### config.mk
export PLATFORM = sky130hd
export DESIGN_NAME = mem_arbiter
export DESIGN_NICKNAME = d
export VERILOG_FILES = /design/src/rtl/mem_arb_pkg.sv /design/src/rtl/mem_arb_pick.sv /design/src/rtl/mem_arbiter.sv
export SDC_FILE = /design/constraint.sdc
export NUM_CORES = 1
export LEC_CHECK = 0
export CAP_MARGIN = 10
export CORE_MARGIN = 5
export CORE_UTILIZATION = 25
export DETAILED_ROUTE_END_ITERATION = 8
export MAX_ROUTING_LAYER = met4
export PLACE_DENSITY = 0.66
export SLEW_MARGIN = 40
export SYNTH_ARGS = -nofsm -noshare
export SYNTH_HDL_FRONTEND = slang
export SYNTH_SLANG_ARGS = --single-unit
### constraint.sdc
create_clock -name clk -period 3.1 [get_ports clk]
set_clock_uncertainty 0.15 [all_clocks]
set_input_delay 0.62 -clock clk [delete_from_list [all_inputs] [get_ports clk]]
set_output_delay 0.62 -clock clk [all_outputs]
set_load 0.01 [all_outputs]
### src/rtl/mem_arb_pkg.sv
// Shared types for the I-cache/D-cache memory arbiter: FSM states and owner encoding.
package mem_arb_pkg;

    typedef enum logic [1:0] {
        IDLE  = 2'd0,
        GRANT = 2'd1,
        RESP  = 2'd2
    } arbState_t;

    typedef enum logic {
        OWN_IC = 1'b0,
        OWN_DC = 1'b1
    } owner_t;

endpackage

### src/rtl/mem_arb_pick.sv
// Combinational owner selection; MEM_ARB_ROUND_ROBIN_EN selects round-robin ties,
// otherwise the D-cache wins every tie.
module mem_arb_pick
    import mem_arb_pkg::*;
(
    input  logic   icReq,
    input  logic   dcReq,
`ifdef MEM_ARB_ROUND_ROBIN_EN
    input  owner_t lastOwner,
`endif
    output owner_t owner
);

    always_comb begin
        owner = OWN_DC;
        if (icReq && !dcReq) begin
            owner = OWN_IC;
        end
`ifdef MEM_ARB_ROUND_ROBIN_EN
        else if (icReq && dcReq) begin
            owner = (lastOwner == OWN_DC) ? OWN_IC : OWN_DC;
        end
`endif
    end

endmodule

### src/rtl/mem_arbiter.sv
// Two-requester main-memory arbiter (I-cache reads, D-cache reads/writes).
// Build option MEM_ARB_ROUND_ROBIN_EN: round-robin ties instead of D-cache priority.
//
// state | meaning
// IDLE  | no transaction; sample requests, pick owner, latch its command
// GRANT | mem_req high with latched command; wait for mem_done, capture data
// RESP  | one-cycle done pulse to the owner
module mem_arbiter
    import mem_arb_pkg::*;
#(
    parameter int ADDR_W = 16,
    parameter int DATA_W = 16
)
(
    input  logic              clk,
    input  logic              rst,
    input  logic              ic_req,
    input  logic [ADDR_W-1:0] ic_addr,
    output logic              ic_done,
    output logic [DATA_W-1:0] ic_rdata,
    input  logic              dc_req,
    input  logic              dc_wr,
    input  logic [ADDR_W-1:0] dc_addr,
    input  logic [DATA_W-1:0] dc_wdata,
    output logic              dc_done,
    output logic [DATA_W-1:0] dc_rdata,
    output logic              mem_req,
    output logic              mem_wr,
    output logic [ADDR_W-1:0] mem_addr,
    output logic [DATA_W-1:0] mem_wdata,
    input  logic [DATA_W-1:0] mem_rdata,
    input  logic              mem_done,
    output logic              busy
);

    arbState_t         state, stateNext;
    owner_t            owner, pickOwner;
    logic              latchCmd, captureData;
    logic [DATA_W-1:0] rdataReg;
`ifdef MEM_ARB_ROUND_ROBIN_EN
    owner_t            lastOwner;
`endif

    mem_arb_pick uPick (
        .icReq     (ic_req),
        .dcReq     (dc_req),
`ifdef MEM_ARB_ROUND_ROBIN_EN
        .lastOwner (lastOwner),
`endif
        .owner     (pickOwner)
    );

    always_ff @(posedge clk or posedge rst) begin
        if (rst) begin
            state <= IDLE;
        end else begin
            state <= stateNext;
        end
    end

    always_comb begin
        stateNext   = state;
        latchCmd    = 1'b0;
        captureData = 1'b0;
        case (state)
            IDLE: begin
                if (ic_req || dc_req) begin
                    latchCmd  = 1'b1;
                    stateNext = GRANT;
                end
            end
            GRANT: begin
                if (mem_done) begin
                    captureData = 1'b1;
                    stateNext   = RESP;
                end
            end
            RESP:    stateNext = IDLE;
            default: stateNext = IDLE;
        endcase
    end

    // Memory sees only the latched copy, so requester fields may move during GRANT.
    always_ff @(posedge clk or posedge rst) begin
        if (rst) begin
            owner     <= OWN_IC;
            mem_wr    <= 1'b0;
            mem_addr  <= '0;
            mem_wdata <= '0;
            rdataReg  <= '0;
`ifdef MEM_ARB_ROUND_ROBIN_EN
            lastOwner <= OWN_IC;
`endif
        end else begin
            if (latchCmd) begin
                owner <= pickOwner;
                if (pickOwner == OWN_DC) begin
                    mem_wr    <= dc_wr;
                    mem_addr  <= dc_addr;
                    mem_wdata <= dc_wdata;
                end else begin
                    mem_wr    <= 1'b0;
                    mem_addr  <= ic_addr;
                    mem_wdata <= '0;
                end
            end
            if (captureData) begin
                rdataReg  <= mem_rdata;
`ifdef MEM_ARB_ROUND_ROBIN_EN
                lastOwner <= owner;
`endif
            end
        end
    end

    assign mem_req  = (state == GRANT);
    assign busy     = (state != IDLE);
    assign ic_done  = (state == RESP) && (owner == OWN_IC);
    assign dc_done  = (state == RESP) && (owner == OWN_DC);
    assign ic_rdata = rdataReg;
    assign dc_rdata = rdataReg;

endmodule

==> results of run 1 <==
-- final cells by class --
class	count	area (µm²)	area share (%)
Multi-Input combinational cell	76	805.8	21.27
Sequential cell	52	1301	34.35
Tap cell	111	138.9	3.666
Clock buffer	6	72.57	1.915
Timing Repair Buffer	143	1419	37.45
Clock inverter	2	35.03	0.9247
Inverter	4	16.27	0.4293
-- cells in the final DEF (no fill, tap or decap), drive strengths merged, types with 2 or more instances in the layout --
| master | count |
|---|---|
| clkdlybuf4s50 | 138 |
| dfrtp | 52 |
| mux2 | 48 |
| a22o | 17 |
| clkbuf | 6 |
| buf | 5 |
| inv | 3 |
| clkinv | 2 |
| o21ai | 2 |
| nand2 | 2 |
-- routing by layer --
metal  vias to the layer above  wire, µm  GRT usage [%]
li1                        782         -              -
met1                       826      2814          14.07
met2                        91      2793          17.26
met3                         5       541          4.593
met4                         0        58          2.498
met5                         -         0              -
-- per-stage QoR --
| stage | worst slack [ns] | instances |
|---|---|---|
| final | 0.7395 | 394 |
| after global routing | 0.6586 | 394 |
| after CTS | 0.7182 | 394 |
| after detailed placement | 0.5969 | 386 |
| after global placement | 0.6284 | 386 |
| after floorplan | 1.072 | 156 |
-- report_power, final --
group / total, mW / leakage [nW] / internal (mW) / switching, mW
Clock: 0.465 / 0.0552 / 0.240 / 0.225
Sequential: 1.23 / 0.629 / 1.02 / 0.215
Combinational: 1.86 / 0.922 / 1.18 / 0.682
Total: 3.56 / 1.61 / 2.44 / 1.12
-- critical path: cells and delay by family (launching register included) --
kind                   cells  cell delay [ns]
buffers and inverters      2             0.57
flip-flops                 1             0.41
AND/OR/NAND/NOR            1             0.31
-- path summary, 6_finish.rpt --
path | startpoint | cells after the start | slack, ns | to
hold / removal | mem_addr[0] | 1 | 0.36 | mem_addr[0]
min in group asynchronous | rst | 2 | 0.54 | dc_rdata[11]
hold reg to reg | mem_addr[0] | 1 | 0.36 | mem_addr[0]
setup reg to reg | state[0] | 3 | 1.31 | mem_wdata[13]
max in group asynchronous | rst | 3 | 1.68 | mem_addr[8]
setup / recovery | state[0] | 3 | 0.74 | busy
-- flip-flops by register name, indices dropped and copies added (netlist names) --
signal and flops:
dc_rdata 16, mem_addr 16, mem_wdata 16, state 2, mem_wr 1, owner 1
-- cells by family after synthesis --
logic type / Yosys count / share of synthesized area (%)
AND/OR/NAND/NOR: 8 / 2.179
multiplexers: 48 / 25.16
buffers and inverters: 28 / 8.605
AO/OA/AOI/OAI: 20 / 7.407
flip-flops: 52 / 56.64
==> results.tsv, run 1 <==
metric	value	unit
status	finished clean	
tightest_slew	0.6684	ns
routed_wl	6207	µm
num_vias	1704	
num_rows	35	
synth_cell_type_count	21	
h-tree-depth	2	
grt_first_pass_wirelength	9956	µm
place_hpwl	4649	µm
netlist_instances	156	
vias_per_cell	4.325	
cts.path.max_buffers	2	
final_core_util	41.59	%
die_h	105.9	µm
hp-class	flop to flop	
start_kind	flop	
synth_top_cells_by_count	52 x dfrtp_1, 38 x mux2_2, 17 x a22o_1, 17 x buf_4, 10 x mux2_4	
path_max_fanout	4	
drt_iter0_drc	73	
grt_setup_unrepaired	no	
drv_slew	0	
grt_max_degree	36	
synthArstFlopShare	100.0	%
dpl_cell_area	3680	µm²
postCtsSetupRepairBufs	0	
io_buffers	138	
cts_hold_buf	0	
period_minus_slack	2.361	ns
nets	352	
crit_chain	nor2_1 > inv_1 > clkdlybuf4s50_1	
synth.largest_area_cell	dfrtp_1	
synthFlopType	dfrtp_1	
maxCapViolations	0	
cts_sinks	52	
syn_area_per_cell	14.73	µm²
grt_pass1_vias	1977	
p_total	3.561	mW
cellPowerDensity	939.8	nW/µm²
track_usage	11.28	%
drive_above_1_share	22.26	%
seq_area_frac_synth	56.64	%
power_leakage	1.606	nW
insertion_delay	0.30	ns
start_util	25.22	%
cts_root_buf	clkbuf_8	
detail-route-antenna-nets	0	
die_w	105.9	µm
synth-edff-count	0	
crit_required	2.33	ns
post_cts_resize_count	0	
yosysWarningCount	0	
hold_viol	0	
fillers	865	
crit_path_end_kind	primary output	
period_share	76.15	%
yosys.cell_count.top_type	dfrtp_1	
finalSetupTns	0	ns
die_area	11210	µm²
synth_top_area_share	56.64	%
crit_arrival	1.59	ns
fmax	423.6	MHz
ys_ff_latch	52	
ir_drop	0.4486	mV
dr.pass1.iters	3	
antenna_found_initial	0	
route.detailed.drc	0	
hold_ws	0.3607	ns
synth.area.top_cells	dfrtp_1 57%, mux2_2 19%, mux2_4 6.5%	
cp_slowest_cell	clkdlybuf4s50_1	
fin_area	3789	µm²
path_clk_slew	0.10	ns
insertedDiodeCount	0	
overflow	0	
globalplace.congestion	0.6718	
syn-cell-area	2297	µm²
area_growth_syn_to_layout	64.92	%
relSlewSlack	55.44	%
io_pins	139	
numCtsBuffers	5	
cts_tree	done	
core_area	9109	µm²
syn_nets	226	
cpPeakStageDelay	0.50	ns
wl_per_cell	15.75	µm
critical_path_class	flop to primary output	
finalSetupViolations	0	
Power figures use the tool's default switching activity.
==> inputs of run 2 (changes only) <==
==> constraint.sdc (replaced) <==
create_clock -name clk -period 2.3 [get_ports clk]
set_clock_uncertainty 0.15 [all_clocks]
set_input_delay 0.46 -clock clk [delete_from_list [all_inputs] [get_ports clk]]
set_output_delay 0.46 -clock clk [all_outputs]
set_load 0.01 [all_outputs]
==> run 2 against run 1 <==
Total power up 33%. Wire length fell by 2.5%. Utilization rose by 0.25 points. Via count down 0.70%. Critical endpoint unchanged. Critical path depth stayed put. Setup slack got worse by 0.62 ns. Non-clock buffer count unchanged. Highest routed layer unchanged. Flip-flop and latch count did not move. Die area stayed put.
==> results.tsv, run 2 (same netlist as run 1, synthesis figures left out) <==
metric	value	unit	change
p_total	4.746	mW	+33%
track_usage	11.04	%	-0.25 points
io_pins	139		unchanged
met1_length	2771	µm	-1.5%
path_clk_slew	0.10	ns	about the same
seq_area	1301	µm²	unchanged
num_vias	1692		-0.70%
finalWorstSetupSlack	0.1166	ns	-0.6229 ns
area_growth_syn_to_layout	65.90	%	
cts.path.max_buffers	2		unchanged
die_h	105.9	µm	unchanged
wl_met2	2649	µm	-5.2%
period_minus_slack	2.183	ns	
drive_above_1_share	22.26	%	unchanged
fillers	866		+0.12%
insertion_delay	0.30	ns	about the same
cts_hold_buf	0		unchanged
insertedDiodeCount	0		unchanged
drt_iter0_drc	49		-33%
globalplace.congestion	0.6454		-3.9%
routed_wl	6049	µm	-2.5%
cpPeakStageDelay	0.50	ns	about the same
status	finished clean		
start_util	25.22	%	unchanged
vias_per_cell	4.294		-0.70%
power_leakage	1.611	nW	+0.31%
r2r_start	state[0]		
hp-class	primary input to asynchronous set/reset pin		
highest_layer	met4		
route.detailed.drc	0		unchanged
grt_setup_unrepaired	no		
grt_first_pass_wirelength	9798	µm	-1.6%
postCtsSetupRepairBufs	0		unchanged
wl_per_cell	15.35	µm	-2.5%
final_cell_mix	138 x clkdlybuf4s50_1, 52 x dfrtp_1, 38 x mux2_2, 17 x a22o_1, 10 x mux2_4		
overflow	0		unchanged
relSlewSlack	53.12	%	-2.3 points
crit_arrival	1.57	ns	-0.02 ns
cp_top_family	buffers and inverters		
hold_viol	0		unchanged
grt_max_degree	33		-8.3%
grt_pass1_vias	1926		-2.6%
core_area	9109	µm²	unchanged
layout_commonest_cell	clkdlybuf4s50_1		
finalSetupViolations	0		unchanged
pre_cts_slack	0.1074	ns	-0.4894 ns
tightest_slew	0.7032	ns	+0.03471 ns
cts_sinks	52		unchanged
crit_path_start	state[0]		
cellPowerDensity	1245	nW/µm²	+33%
crit_chain	nor2_1 > inv_1 > clkdlybuf4s50_1		
h-tree-depth	2		unchanged
period_share	94.93	%	
cts_root_buf	clkbuf_8		
fmax	458.0	MHz	
dr.pass1.iters	4		+1
critPathBufInv	2		unchanged
cp_slowest_cell	clkdlybuf4s50_1		
ir_drop	0.5859	mV	+31%
io_buffers	138		unchanged
die_w	105.9	µm	unchanged
post_cts_resize_count	0		unchanged
path_max_fanout	4		unchanged
crit_required	1.69	ns	-0.64 ns
finalSetupTns	0	ns	unchanged
cts_tree	done		
start_kind	flop		
drv_slew	0		unchanged
crit_path_end_kind	primary output		
place_hpwl	4512	µm	-2.9%
nets	352		unchanged
worst-r2r-setup-slack	0.50	ns	-0.81 ns
multi_input_area	805.8	µm²	unchanged
numCtsBuffers	5		unchanged
critical_path_class	flop to primary output		
detail-route-antenna-nets	0		unchanged
wl_met3	573	µm	+5.9%
num_rows	35		unchanged
maxCapViolations	0		unchanged
antenna_found_initial	0		unchanged
die_area	11210	µm²	unchanged
-- run 2: cell types whose count changed in the layout (fill, tap and decap cells not counted), sizes merged --
cell,previous run,this run
clkinv,2,0
bufinv,1,0
clkbuf,6,7
clkinvlp,0,1
inv,3,4
-- run 2: final timing paths --
kind                                 endpoint  cells after the start
min in group clk                  mem_addr[7]                      1
worst min-delay path              dc_rdata[0]                      2
worst max register to register  mem_wdata[12]                      3
max in group asynchronous       mem_wdata[14]                      3
worst min register to register    mem_addr[7]                      1
worst max-delay path                     busy                      3
-- run 2: layer usage --
| layer | GRT usage, % | vias to the layer above |
|---|---|---|
| met3 | 4.103 | 5 |
| li1 | - | 781 |
| met2 | 16.48 | 90 |
| met1 | 14.32 | 816 |
| met5 | - | - |
| met4 | 2.498 | 0 |
-- run 2: through the flow --
stage	util (%)	hold WS, ns	cell area [µm²]	std cells
3_3_place_gp	40.81	0.3366	3717	386
4_1_cts	41.84	0.3539	3811	394
2_1_floorplan	-	0.3158	2297	156
6_report	41.84	0.3473	3811	394
3_5_place_dp	40.81	0.3413	3717	386
5_1_grt	41.84	0.3786	3811	394
-- run 2: final cells by class --
class	instances	area share [%]
clock inverter	1	0.1970
multi-input combinational	76	21.14
inverter	4	0.3940
clock buffer	7	2.265
sequential	52	34.14
timing repair buffer	143	38.21
tap	111	3.644
-- run 2: worst reg2reg max path: stages (launching register included) --
cell     delay [ns]
dfrtp_1        0.41
nor2_1         0.30
and2_1         0.64
a22o_1         0.24
-- run 2: report_power, final --
group	total, mW	leakage, nW	switching (mW)	internal, mW
clock	0.543	0.0445	0.298	0.245
sequential	1.66	0.629	0.283	1.37
combinational	2.55	0.938	0.930	1.62
